$ cat config.mk
export PLATFORM = sky130hd
export DESIGN_NAME = vec_load_sequencer
export DESIGN_NICKNAME = d
export VERILOG_FILES = /design/src/rtl/vec_mem_pkg.sv /design/src/rtl/vec_lane_capture.sv /design/src/rtl/vec_load_sequencer.sv
export SDC_FILE = /design/constraint.sdc
export NUM_CORES = 1
export LEC_CHECK = 0
export CORE_AREA = 10 10 222 224
export DETAILED_ROUTE_END_ITERATION = 6
export DIE_AREA = 0 0 232 234
export GPL_TIMING_DRIVEN = 0
export PLACE_DENSITY = 0.6
export SLEW_MARGIN = 20
export SYNTH_ARGS = -nofsm -noshare
export SYNTH_HDL_FRONTEND = slang
export SYNTH_SLANG_ARGS = --single-unit
$ cat constraint.sdc
create_clock -name CLK -period 3.2 [get_ports CLK]
set_input_delay 0.32 -clock CLK [delete_from_list [all_inputs] [get_ports CLK]]
set_output_delay 0.32 -clock CLK [all_outputs]
set_load 0.01 [all_outputs]
$ cat src/rtl/vec_mem_pkg.sv
// rtl/vec_mem_pkg.sv - shared types and geometry for the vector load sequencer
package vec_mem_pkg;

    localparam int ADDR_W       = 16;
    localparam int DATA_W       = 16;
    localparam int LANES        = 16;
    localparam int ACTIVE_LANES = 8;
    localparam int IMAGE_WIDTH  = 96;
    localparam int IMAGE_HEIGHT = 96;
    localparam int IMG_BYTES    = IMAGE_WIDTH * IMAGE_HEIGHT;

    typedef logic [LANES-1:0][DATA_W-1:0] vec_t;
    typedef logic [ADDR_W-1:0]            addr_t;

    typedef enum logic [1:0] {
        IDLE    = 2'd0,
        FETCH   = 2'd1,
        PRESENT = 2'd2,
        DONE    = 2'd3
    } seq_state_t;

endpackage

$ cat src/rtl/vec_lane_capture.sv
// rtl/vec_lane_capture.sv - lane mask and image bounds check on the memory read bus
module vec_lane_capture
    import vec_mem_pkg::*;
(
    input  vec_t  mem_rd,
    input  addr_t cur_addr,
    output vec_t  vec,
    output logic  oob
);

    localparam logic [ADDR_W:0] LAST_BYTE = (ADDR_W+1)'(IMG_BYTES - 1);

    logic [ADDR_W:0] lane_addr;

    // One extra address bit so a vector straddling 0xFFFF counts as past the image, not wrapped.
    always_comb begin
        vec       = '0;
        oob       = 1'b0;
        lane_addr = '0;
        for (int i = 0; i < ACTIVE_LANES; i++) begin
            lane_addr = {1'b0, cur_addr} + (ADDR_W+1)'(i);
            if (lane_addr > LAST_BYTE) begin
                oob = 1'b1;
            end else begin
                vec[i] = mem_rd[i];
            end
        end
    end

endmodule

$ cat src/rtl/vec_load_sequencer.sv
// rtl/vec_load_sequencer.sv - walks the image memory and hands out one 8-byte vector per handshake
module vec_load_sequencer
    import vec_mem_pkg::*;
(
    input  logic  CLK,
    input  logic  RST_N,
    input  logic  start,
    input  addr_t base_addr,
    input  addr_t stride,
    input  addr_t count,
    output logic  busy,
    output logic  done,
    output addr_t mem_addr,
    input  vec_t  mem_rd,
    output vec_t  vec_data,
    output logic  vec_valid,
    input  logic  vec_ready,
    output addr_t vec_index,
    output logic  err_oob
);

    seq_state_t state, state_next;

    addr_t cur_addr;
    addr_t stride_q;
    addr_t remaining;
    addr_t index_q;
    vec_t  data_q;
    logic  oob_q;

    vec_t  cap_vec;
    logic  cap_oob;

    vec_lane_capture u_capture (
        .mem_rd   (mem_rd),
        .cur_addr (cur_addr),
        .vec      (cap_vec),
        .oob      (cap_oob)
    );

    always_ff @(posedge CLK or negedge RST_N) begin
        if (!RST_N) begin
            state <= IDLE;
        end else begin
            state <= state_next;
        end
    end

    always_comb begin
        state_next = state;
        case (state)
            IDLE:    if (start) state_next = (count == '0) ? DONE : FETCH;
            FETCH:   state_next = PRESENT;
            PRESENT: if (vec_ready) state_next = (remaining == addr_t'(1)) ? DONE : FETCH;
            DONE:    state_next = IDLE;
            default: state_next = IDLE;
        endcase
    end

    always_ff @(posedge CLK or negedge RST_N) begin
        if (!RST_N) begin
            cur_addr  <= '0;
            stride_q  <= '0;
            remaining <= '0;
            index_q   <= '0;
            data_q    <= '0;
            oob_q     <= 1'b0;
        end else begin
            case (state)
                IDLE: begin
                    if (start) begin
                        cur_addr  <= base_addr;
                        stride_q  <= stride;
                        remaining <= count;
                        index_q   <= '0;
                        oob_q     <= 1'b0;
                    end
                end
                FETCH: begin
                    data_q <= cap_vec;
                    if (cap_oob) oob_q <= 1'b1;
                end
                PRESENT: begin
                    // On the final handshake the address is left alone so mem_addr stays on the last vector.
                    if (vec_ready && remaining != addr_t'(1)) begin
                        remaining <= remaining - addr_t'(1);
                        index_q   <= index_q + addr_t'(1);
                        cur_addr  <= cur_addr + stride_q;
                    end
                end
                default: ;
            endcase
        end
    end

    assign busy      = (state != IDLE);
    assign done      = (state == DONE);
    assign vec_valid = (state == PRESENT);
    assign mem_addr  = cur_addr;
    assign vec_data  = data_q;
    assign vec_index = index_q;
    assign err_oob   = oob_q;

endmodule

==> results_dict.tcl <==
set metrics [dict create \
    syn-cell-area_um2 11500 \
    total_power_w 0.0142 \
    p_leak_nw 7.30 \
    synth_warnings 0 \
    vias 11397 \
    crit_path_end_kind "flop" \
    holdCritPathClass "input pin to async pin" \
    dpl_cell_area_um2 16300 \
    final_cell_mix "342 x clkdlybuf4s50_1, 331 x nand2_1, 191 x dfrtp_1, 154 x o21ai_0, 145 x buf_4" \
    synth.yosys.seq_area_share_pct 42.3 \
    critical_path.endpoint "err_oob$_DFFE_PN0P_" \
    path_max_fanout 11 \
    layout_min_cycle_time_ps 3180 \
    clk-insertion-delay-late_ps 500 \
    seq_area_um2 4880 \
    worst_pin_slew_ps 845 \
    drtAntennaViolNets 0 \
    antenna_found_initial 1 \
    path_clk_slew_ps 80 \
    syn2layout_area_growth_pct 48.0 \
    peakVddDrop_v 0.000421 \
    root_buffer "clkbuf_16" \
    cts_buffers 17 \
    worst-setup-path-type "flop to flop" \
    detailed_place_hpwl_um 37400 \
    async_reset_ff_share_pct 100 \
    cp.arrival_ps 3530 \
    power_density_nw_per_um2 834 \
    postLayoutCellArea_um2 17100 \
    status "complete, no violations" \
    utilization_pct 38.1 \
    period_share_pct 99.5 \
    tritoncts "built" \
    synth-seq-cells 195 \
    synth_top_area_share_pct 42.3 \
    drt_iter0_drc 812 \
    final_common_cell "clkdlybuf4s50_1" \
    synth_top_cell_by_area "dfrtp_1" \
    grt-ovfl-total 0 \
    core-area_um2 44900 \
    fp-row-count 78 \
    r2r_end "err_oob$_DFFE_PN0P_" \
    numClockSinks 195 \
    fill_cells 4648 \
    worst_ep_required_time_ps 3540 \
    rsz0062_at_grt "true" \
    grt_pass1_wl_um 69400 \
    yosysUniqueCellTypes 69 \
    drc_errors 0 \
    hold_viol 0 \
    dr.pass1.iters 6 \
    synth_edf_count 0 \
    ys.flop_type "dfrtp_1" \
    drive_gt1_share_pct 13.5 \
    htreeDepth 4 \
    setup_viol 0 \
    portBuffers 343 \
    die_y_um 234 \
    r2r_cells 9 \
    drv_slew 0 \
    die_x_um 232 \
    yosys-top-cells-area "dfrtp_1 42%, nand2_1 11%, buf_4 8.7%" \
    final_nets 2224 \
    drv_cap 0 \
    r2r_slack_ps 20 \
    crit_path_start "mem_addr[3]$_DFFE_PN0P_" \
    routabilityCongestion 0.924 \
    wl_per_cell_um 18.8 \
    fin_skew_ps 17.6 \
    multi_input_area_um2 5880 \
    postSynthCellCount 1388 \
    io_pins 600 \
    synth.avg_cell_area_um2 8.31 \
    initial_core_util_pct 25.7 \
    viasPerCell 4.56 \
    clk_path_buf_depth 2 \
    dieArea_um2 54300 \
    slew_headroom_pct 43.7 \
    startpoint_type "flop" \
    r2r_start "mem_addr[3]$_DFFE_PN0P_" \
    grt_max_degree 94 \
    track_usage_pct 16.6 \
    wl_um 46900 \
    grt_pass1_vias 11212 \
    fmax_ghz 0.314 \
]
## timing repair
item / CTS / global route
cloned: 0 / 0
endpoints found under the hold margin: 28 / 0
setup endpoints to repair: 102 / 66
hold buffers: 1 / 0
buffers inserted: 10 / 2
resized for setup: 30 / 13
pin swaps: 1 / 1
## through the flow
step                setup TNS, ps  hold slack [ps]  worst slack [ps]  instances
floorplan                       0             24.4               147       1515
global placement         -1451460              451             -7120       2458
CTS                             0              257              3.28       2498
detailed placement         -64860              200             -1040       2461
global route                 -136              288              -129       2496
finish                          0              282              17.4       2498
## cells by family (layout without fill, tap and decap cells)
group	count (synthesis)	in the layout	synth area share, %
DFF	195	195	42.3
xor gates and xnor gates	46	46	3.49
other	1	130	0.0325
muxes	21	21	2.01
AOI/OAI and AO/OA	298	298	14.7
and+or+nand+nor	567	567	22.0
buffers and inverters	228	609	11.9
adders and majority gates	32	32	3.53
## how the worst min path moves through the flow
stage | start | endpoint | cells after the start
detailed placement | RST_N | vec_data[66]$_DFFE_PN0P_ | 1
CTS | RST_N | vec_data[66]$_DFFE_PN0P_ | 2
global placement | vec_data[109]$_DFFE_PN0P_ | vec_data[109]$_DFFE_PN0P_ | 2
finish | RST_N | vec_data[66]$_DFFE_PN0P_ | 2
global route | RST_N | vec_data[66]$_DFFE_PN0P_ | 2
floorplan | RST_N | err_oob$_DFFE_PN0P_ | 0
## layer usage
layer / GRT usage (%) / up-vias / share of wire [%]
met4: 5.55 / 2 / 2.0
li1: - / 5473 / -
met2: 28.3 / 487 / 49
met3: 4.67 / 50 / 7.9
met1: 19.9 / 5385 / 41
met5: 0 / - / 0.028
## power breakdown
part	switching [W]	internal (W)	leakage (nW)
Clock	0.00113	0.00103	0.278
Sequential	0.000752	0.00331	2.58
Combinational	0.00457	0.00345	4.45
Total	0.00645	0.00779	7.30
## worst max-delay path: stages (launching register included)
cell and delay (ps):
dfrtp_2 510, ha_2 350, buf_2 270, nand2_1 80, nor2_1 320, nand3_1 130
nor3_1 400, o221ai_4 260, or4_1 550, a2bb2oi_1 160
## registers in the layout (all words and copies together) (netlist names)
signal / count
vec_data: 128
vec_index: 16
mem_addr: 16
state: 2
stride_q: 16
remaining: 16
err_oob: 1
## synth_stat cells (4+ instances only)
master and count:
a211oi_1 8, a21o_1 5, a21oi_1 60, a22oi_1 5
a31oi_1 17, and2_1 6, and3_1 7, and4_1 7
buf_2 7, buf_4 133, clkbuf_1 67, dfrtp_1 195
ha_1 31, inv_1 16, mux2_2 17, mux2i_1 4
nand2_1 331, nand2b_1 8, nand3_1 39, nand4_1 14
nor2_1 75, nor2b_1 8, nor3_1 27, nor4_1 14
o211ai_1 4, o21ai_0 156, o221ai_1 4, o22ai_1 8
o32ai_1 4, or2_2 6, or3_1 8, xnor2_1 29
xor2_1 17
## area by class of cell
type | instances | area share, %
multi-input combinational | 1092 | 34.4
sequential | 195 | 28.6
timing repair buffer | 359 | 21.2
buffer | 203 | 7.60
tap | 600 | 4.39
clock buffer | 17 | 2.49
clock inverter | 14 | 0.835
inverter | 16 | 0.396
antenna | 2 | 0.0293
(Power assumes the default switching activity.)
